`config.mk`:
```
export PLATFORM = sky130hd
export DESIGN_NAME = nes_cart_mem_arb
export DESIGN_NICKNAME = d
export VERILOG_FILES = /design/src/rtl/nes_mem_pkg.sv /design/src/rtl/nes_mem_slot.sv /design/src/rtl/nes_cart_mem_arb.sv
export SDC_FILE = /design/constraint.sdc
export NUM_CORES = 1
export LEC_CHECK = 0
export CELL_PAD_IN_SITES_DETAIL_PLACEMENT = 1
export CELL_PAD_IN_SITES_GLOBAL_PLACEMENT = 1
export CORE_UTILIZATION = 38
export CTS_CLUSTER_SIZE = 14
export DETAILED_ROUTE_END_ITERATION = 6
export PLACE_DENSITY = 0.88
export RECOVER_POWER = 50
export SLEW_MARGIN = 20
export SYNTH_ARGS = -nofsm -noshare
export SYNTH_HDL_FRONTEND = slang
export SYNTH_SLANG_ARGS = --single-unit
```
`constraint.sdc`:
```
create_clock -name i_clk -period 3.19 [get_ports i_clk]
set_clock_uncertainty 0.2 [all_clocks]
set_input_delay 0.4785 -clock i_clk [delete_from_list [all_inputs] [get_ports i_clk]]
set_output_delay 0.4785 -clock i_clk [all_outputs]
set_load 0.02 [all_outputs]
```
`src/rtl/nes_mem_pkg.sv`:
```
// nes_mem_pkg: shared types and constants for the cartridge memory arbiter.
package nes_mem_pkg;
  localparam logic [21:0] VRAM_BASE = 22'h38_0000;
  typedef enum logic [1:0] {S_IDLE, S_BUSY, S_DONE} state_t;
  typedef struct packed {
    logic        valid;
    logic        wr;
    logic [21:0] addr;
    logic [7:0]  data;
    logic        allow;
  } slot_t;
endpackage

```
`src/rtl/nes_mem_slot.sv`:
```
// nes_mem_slot: one channel's pending slot with capture, overflow and disallowed-read bypass.
module nes_mem_slot
  import nes_mem_pkg::*;
(
  input  logic        i_clk,
  input  logic        i_reset_n,
  input  logic        i_read,
  input  logic        i_write,
  input  logic [21:0] i_addr,
  input  logic [7:0]  i_data,
  input  logic        i_allow,
  input  logic        i_free,
  output slot_t       o_pend,
  output logic        o_byp_valid,
  output logic        o_ovf
);
  slot_t r_slot;
  logic  r_byp;
  logic  r_ovf;
  slot_t w_new;
  logic  w_stb;
  logic  w_busy;
  logic  w_take;
  assign w_stb  = i_read | i_write;
  assign w_busy = r_slot.valid & ~i_free;
  assign w_take = w_stb & ~w_busy;
  assign w_new  = '{valid: w_take & i_allow, wr: i_write, addr: i_addr, data: i_data, allow: i_allow};
  always_ff @(posedge i_clk) begin
    if (!i_reset_n) begin
      r_slot <= '0;
      r_byp  <= 1'b0;
      r_ovf  <= 1'b0;
    end else begin
      if (w_take) r_slot <= w_new;
      else if (i_free) r_slot.valid <= 1'b0;
      r_byp <= w_take & ~i_write & ~i_allow;
      r_ovf <= r_ovf | (w_stb & w_busy);
    end
  end
  // An idle slot exposes the incoming strobe so arbitration can grant it on the capture edge.
  assign o_pend      = r_slot.valid ? r_slot : w_new;
  assign o_byp_valid = r_byp;
  assign o_ovf       = r_ovf;
endmodule

```
`src/rtl/nes_cart_mem_arb.sv`:
```
// nes_cart_mem_arb: serializes mapper PRG/CHR accesses onto one req/ack memory port.
module nes_cart_mem_arb
  import nes_mem_pkg::*;
#(
  parameter int PRG_MAX_WAIT = 6
) (
  input  logic        i_clk,
  input  logic        i_reset_n,
  input  logic        i_prg_read,
  input  logic        i_prg_write,
  input  logic [21:0] i_prg_aout,
  input  logic        i_prg_allow,
  input  logic [7:0]  i_prg_din,
  output logic [7:0]  o_prg_rdata,
  output logic        o_prg_rvalid,
  input  logic        i_chr_read,
  input  logic        i_chr_write,
  input  logic [21:0] i_chr_aout,
  input  logic        i_chr_allow,
  input  logic        i_vram_ce,
  input  logic        i_vram_a10,
  input  logic [13:0] i_chr_ain,
  input  logic [7:0]  i_chr_din,
  output logic [7:0]  o_chr_rdata,
  output logic        o_chr_rvalid,
  output logic [21:0] o_mem_addr,
  output logic [7:0]  o_mem_wdata,
  output logic        o_mem_rd,
  output logic        o_mem_wr,
  output logic        o_mem_req,
  input  logic        i_mem_ack,
  input  logic [7:0]  i_mem_rdata,
  output logic        o_ovf
);
  localparam int WW = $clog2(PRG_MAX_WAIT + 1);
  state_t      r_state;
  state_t      w_next;
  logic        r_own_chr;
  logic [7:0]  r_rdata;
  logic [WW-1:0] r_wait;
  logic        r_req;
  logic        r_rd;
  logic        r_wr;
  logic [21:0] r_addr;
  logic [7:0]  r_wdata;
  slot_t       w_prg;
  slot_t       w_chr;
  slot_t       w_sel;
  logic        w_prg_byp;
  logic        w_chr_byp;
  logic        w_prg_ovf;
  logic        w_chr_ovf;
  logic [21:0] w_chr_addr;
  logic        w_chr_allow;
  logic        w_prg_win;
  logic        w_grant;
  logic        w_ack;
  logic        w_done_prg;
  logic        w_done_chr;
  logic        w_unused;
  assign w_chr_addr  = i_vram_ce ? (VRAM_BASE | {11'd0, i_vram_a10, i_chr_ain[9:0]}) : i_chr_aout;
  // CHR reads (ROM or RAM) and all VRAM traffic are always allowed; only CHR writes need permission.
  assign w_chr_allow = i_vram_ce | i_chr_allow | (i_chr_read & ~i_chr_write);
  nes_mem_slot u_prg (
    .i_clk(i_clk), .i_reset_n(i_reset_n), .i_read(i_prg_read), .i_write(i_prg_write),
    .i_addr(i_prg_aout), .i_data(i_prg_din), .i_allow(i_prg_allow),
    .i_free(w_ack & ~r_own_chr), .o_pend(w_prg), .o_byp_valid(w_prg_byp), .o_ovf(w_prg_ovf)
  );
  nes_mem_slot u_chr (
    .i_clk(i_clk), .i_reset_n(i_reset_n), .i_read(i_chr_read), .i_write(i_chr_write),
    .i_addr(w_chr_addr), .i_data(i_chr_din), .i_allow(w_chr_allow),
    .i_free(w_ack & r_own_chr), .o_pend(w_chr), .o_byp_valid(w_chr_byp), .o_ovf(w_chr_ovf)
  );
  assign w_prg_win = w_prg.valid & (~w_chr.valid | r_wait == WW'(PRG_MAX_WAIT));
  assign w_grant   = (r_state == S_IDLE) & (w_prg.valid | w_chr.valid);
  assign w_ack     = (r_state == S_BUSY) & i_mem_ack;
  assign w_sel     = w_prg_win ? w_prg : w_chr;
  always_comb begin
    w_next     = r_state;
    w_next     = (r_state == S_IDLE) ? (w_grant ? S_BUSY : S_IDLE) :
                 (r_state == S_BUSY) ? (i_mem_ack ? S_DONE : S_BUSY) : S_IDLE;
    w_done_prg = (r_state == S_DONE) & ~r_own_chr & r_rd;
    w_done_chr = (r_state == S_DONE) & r_own_chr & r_rd;
  end
  always_ff @(posedge i_clk) begin
    if (!i_reset_n) begin
      r_state   <= S_IDLE;
      r_own_chr <= 1'b0;
      r_rdata   <= 8'h00;
      r_wait    <= '0;
      r_req     <= 1'b0;
      r_rd      <= 1'b0;
      r_wr      <= 1'b0;
      r_addr    <= '0;
      r_wdata   <= 8'h00;
    end else begin
      r_state <= w_next;
      if (w_grant) begin
        r_req     <= 1'b1;
        r_rd      <= ~w_sel.wr;
        r_wr      <= w_sel.wr;
        r_addr    <= w_sel.addr;
        r_wdata   <= w_sel.data;
        r_own_chr <= ~w_prg_win;
      end else if (w_ack) begin
        r_req   <= 1'b0;
        r_rdata <= i_mem_rdata;
      end
      if (w_grant & w_prg_win) r_wait <= '0;
      else if (w_grant & w_prg.valid & r_wait != WW'(PRG_MAX_WAIT)) r_wait <= r_wait + 1'b1;
    end
  end
  assign o_mem_req    = r_req;
  assign o_mem_rd     = r_rd;
  assign o_mem_wr     = r_wr;
  assign o_mem_addr   = r_addr;
  assign o_mem_wdata  = r_wdata;
  assign o_prg_rvalid = w_done_prg | w_prg_byp;
  assign o_chr_rvalid = w_done_chr | w_chr_byp;
  assign o_prg_rdata  = w_done_prg ? r_rdata : w_prg_byp ? 8'hFF : 8'h00;
  assign o_chr_rdata  = w_done_chr ? r_rdata : w_chr_byp ? 8'hFF : 8'h00;
  assign o_ovf        = w_prg_ovf | w_chr_ovf;
  assign w_unused     = ^{i_chr_ain[13:10], w_prg.allow, w_chr.allow, w_sel.valid, w_sel.allow};
endmodule
```
Word level (Yosys, flattened, before mapping):

Index checks and enable logic that the tools add are counted.

* add/sub/neg operators: 1
* eq/ne operators: 4
* multiplexer cells: 18
* bitwise logic cells: 50
* reduce and logical (&&, ||, !) cells: 6

Operators by type and width (number)
* 2-to-1 mux 33 bit: 2
* 2-to-1 mux 32 bit: 1
* 2-to-1 mux 8 bit: 4
* AND 1 bit: 25
* 2-to-1 mux 22 bit: 1
* NOT 1 bit: 14
* OR 1 bit: 11
* 2-to-1 mux 1 bit: 7
* 2-to-1 mux 2 bit: 3
* nonzero test 2 bit: 3
* adder 3 x 1 -> 3 bit, second input constant: 1
* == test 3 bit, second input constant: 1
* inequality test 3 bit, second input constant: 1
* == test 2 x 1 -> 1 bit, second input constant: 1
* == test 2 bit, second input constant: 1
* logical NOT 2 bit: 1
* AND reduction 2 bit: 1
* OR reduction 2 bit: 1

* flip-flop bits (word level): 117
* bits of input ports: 93
* output and inout port bits: 52
* logic and storage cells: 102

Longest topological paths before layout:

* word-level depth: 14
* mapped depth: 7
* depth with buffers taken out: 6

Cells and area by module:

A second synthesis with hierarchy kept.

* cells, all modules: 707
* area, all modules: 6083.3 um^2

Modules (own cells, without submodules)
* nes_mem_slot: times used 2, cells each 188, area an instance 1779.2 um^2, seq. area each 700.7 um^2
* nes_cart_mem_arb: times used 1, cells each 331, area an instance 2524.9 um^2, seq. area each 940.9 um^2

Worst setup path after synthesis:

OpenSTA, ideal clock, no wires.

* kind: flip-flop to output port
* from: register r_rd (netlist: o_mem_rd)
* to: output port o_chr_rdata[0]
* data arrival time: 1.707 ns
* required time: 2.511 ns
* path slack: 0.805 ns
* stages on the path, launching flop included: 6
* buffers on the path: 1
* path through: dfxtp_1 > nand2_1 > nor3b_1 > nand2b_1 > clkbuf_1 > nand2_1

* word-level cells in the longest chain between the ends: 2

RTL lines
* start: declaration: line nes_cart_mem_arb.sv:42 `logic r_rd;`
* start signal: assignment: line nes_cart_mem_arb.sv:100 `r_rd <= ~w_sel.wr;`
* AND 1 bit: line nes_cart_mem_arb.sv:83 `w_done_chr = (r_state == S_DONE) & r_own_chr & r_rd;`
* 2-to-1 mux 8 bit: line nes_cart_mem_arb.sv:121 `assign o_chr_rdata = w_done_chr ? r_rdata : w_chr_byp ? 8'hFF : 8'h00;`
* end: declaration: line nes_cart_mem_arb.sv:24 `output logic [7:0] o_chr_rdata,`

Every way passes these cells.

Worst setup path after layout:

* from: register r_state[1]
* to: output port o_chr_rdata[6]

* word-level cells in the longest chain between the ends: 4

RTL lines
* start: declaration: line nes_cart_mem_arb.sv:36 `state_t r_state;`
* start signal: assignment: line nes_cart_mem_arb.sv:97 `r_state <= w_next;`
* == test 2 bit: line nes_cart_mem_arb.sv:83
* AND 1 bit (2 in a row): line nes_cart_mem_arb.sv:83
* 2-to-1 mux 8 bit: line nes_cart_mem_arb.sv:121

Every way passes these cells.

==> flow_summary.toml <==
[critical_path]
path_common_cell = "nand2_1"
required_ns = 2.51
cp_slowest_cell = "clkdlybuf4s50_1"
r2r_cells = 4
start_kind = "flip-flop"
end_kind = "primary output"
path_class = "reg2out"
crit_chain = "nand2_1, nor3b_1, buf_4, nand2b_1, nand2_1, clkdlybuf4s50_1"
crit_fanout = 10
cp_slowest_stage_delay_ns = 0.55
arrival_ns = 2.33

[clocking]
path_clk_slew_ns = 0.05
clockBufferDepth = 2
htree_levels = 4
cts_tree = "built"
numCtsBuffers = 17
clk_latency_ns = 0.42
clkSinkCount = 115
post-cts-setup-buffers = 0
cts-hold-fix-buffers = 0
cts.root.buffer_cell = "clkbuf_16"
ctsResizeCount = 0

[global_route]
antenna_found_initial = 1
grt_pass1_vias = 5386
grtUsageTotal_pct = 24.6
gr-total-overflow = 0
grt_max_degree = 59
grt_pass1_wl_um = 27400

[placement]
place.gp.congestion = 0.845
hpwl_um = 12500
io_buffer_count = 140
place_inst = 906

[floorplanning]
start_util_pct = 39.6
rows = 42
die-width_um = 121
core_area_um2 = 13500
io_pins = 145
die_h_um = 121
dieArea_um2 = 14600

[final_layout]
nets = 844
fill_cells = 1531
area_growth_pct = 39.3
antenna_cells = 0
final_cells = 938
drive_gt1_share_pct = 8.40

[sta]
finalCriticalPeriod_ns = 3.00
worst_pin_slew_ns = 1.37
hold_viol_final = 0
fin_crit_sh_pct = 94.2
drv_slew = 0
max_freq_mhz = 333
maxSlewHeadroom_pct = 8.60
finalSetupViolations = 0
setup_tns_ns = 0
rsz0062_at_grt = "no"

[routing]
wl_um = 17400
drc = 0
first_pass_iters = 4
vias_per_cell = 5.49
wl_per_cell_um = 18.6
num_vias = 5151
antenna_left = 0
drt_iter0_drc = 287

[yosys]
syn_area_um2 = 5350
synth_area_leader_cell = "dfxtp_1"
synthArstFlopShare_pct = 0
synth_edf_count = 0
ys_seq_area_share_pct = 43.0
synth_cell_types = 47
synth_seq_cells = 115
synth_commonest_cells = "115 x dfxtp_1, 102 x nand2_1, 72 x mux2i_1"
synth.most_common_cell = "dfxtp_1"
yosysWarnings = 0
synth_top_area_share_pct = 43.0
synth_fp_nets = 717
synth_area_leaders = "dfxtp_1 43%, mux2i_1 13%, nand2_1 7.2%, nor2_1 4.2%, a221o_1 4.1%"
avgSynthCellArea_um2 = 8.60
ys.flop_type = "dfxtp_1"
postSynthCellCount = 622

[power]
power_density_nw_per_um2 = 572
seq_power_share_pct = 38.8
clkPwrFrac_pct = 42.5
p_int_mw = 3.11
combPwrFrac_pct = 18.7
p_leak_nw = 3.02
p_switching_mw = 1.16
p_sw_share_pct = 27.1
ir_drop_uv = 357
p_total_mw = 4.26

[run_status]
status = "completed"

[hold_path]
holdPathStages = 2
min_path_type = "reg2reg"

[job]
max_cap_viol_count = 0
==> flip-flops by register name, summed over array words and instances, names as in the netlist <==
| name | count |
|---|---|
| u_chr.o_byp_valid | 1 |
| u_prg.o_byp_valid | 1 |
| u_chr.o_ovf | 1 |
| o_mem_rd | 1 |
| o_mem_wr | 1 |
| r_own_chr | 1 |
| o_mem_req | 1 |
| r_rdata | 8 |
| u_prg.o_ovf | 1 |
| r_wait | 3 |
| o_mem_wdata | 8 |
| r_state | 2 |
| o_mem_addr | 22 |
| u_prg.r_slot | 32 |
| u_chr.r_slot | 32 |
==> area by class of cell <==
| type | count | area, um2 | share of cell area [%] |
|---|---|---|---|
| sequential | 115 | 2300 | 30.9 |
| multi-input combinational | 454 | 2810 | 37.7 |
| clock inverter | 4 | 45.0 | 0.604 |
| timing repair buffer | 157 | 1540 | 20.6 |
| tap | 176 | 220 | 2.95 |
| inverter | 4 | 15.0 | 0.201 |
| clock buffer | 28 | 517 | 6.93 |
==> through the flow <==
stage	util [%]	setup WS (ns)	area (um2)	hold WS (ns)
after floorplan	-	0.805	5350	0.229
after global placement	51.2	0.426	6920	0.239
after detailed placement	51.2	0.384	6920	0.249
after CTS	55.4	0.169	7480	0.261
after global routing	55.2	0.0181	7450	0.271
final	55.2	0.186	7450	0.257
==> worst max-delay path: cells and delay by family, from the launching register on <==
kind	cells	cell delay (ns)
buf+inv	2	0.74
simple gates	4	0.71
flops	1	0.44
==> power groups by stage <==
stage | logic (mW) | registers, mW | clock network (mW)
after floorplan | 0.421 | 1.69 | 0
after global placement | 0.773 | 1.67 | 0
after detailed placement | 0.809 | 1.68 | 0
after CTS | 0.817 | 1.66 | 1.83
after global routing | 0.858 | 1.67 | 1.89
final | 0.795 | 1.66 | 1.81
==> routing by layer <==
layer / global-route usage, % / part of all wire [%] / vias up
li1: - / - / 2451
met1: 26.4 / 40 / 2490
met2: 45.1 / 52 / 170
met3: 7.08 / 6.1 / 38
met4: 9.88 / 2.4 / 2
met5: 0 / 0.069 / -
==> cells by family after synthesis <==
logic type               count (synthesis)  share of synthesized area [%]
AO/OA/AOI/OAI                          124                           15.4
other                                    1                         0.0701
multiplexers                            81                           15.4
buffers and inverters                   53                           4.40
AND/OR/NAND/NOR                        246                           21.3
flip-flops                             115                           43.0
adder cells (fa/ha/maj)                  2                          0.468
==> path summary, 6_finish.rpt <==
path | startpoint | end | slack, ns
setup / recovery | r_state[1] | o_chr_rdata[6] | 0.19
hold / removal | u_chr.r_slot[4] | u_chr.r_slot[4] | 0.26
setup reg to reg | r_state[0] | u_prg.o_byp_valid | 0.42
hold reg to reg | u_chr.r_slot[4] | u_chr.r_slot[4] | 0.26
==> layout by cell type, fill, tap and decap left out, types with 11 or more instances in the layout <==
master,n
buf_4,14
a21oi_1,29
a211oi_1,14
nor2_1,60
a221o_1,22
nand2b_1,19
nor3_1,24
clkbuf_16,17
nand2_1,102
o21ai_0,35
mux2i_1,72
clkdlybuf4s50_1,104
dfxtp_1,113
or3_1,11
dlygate4sd3_1,36
Power figures use the tool's default switching activity.
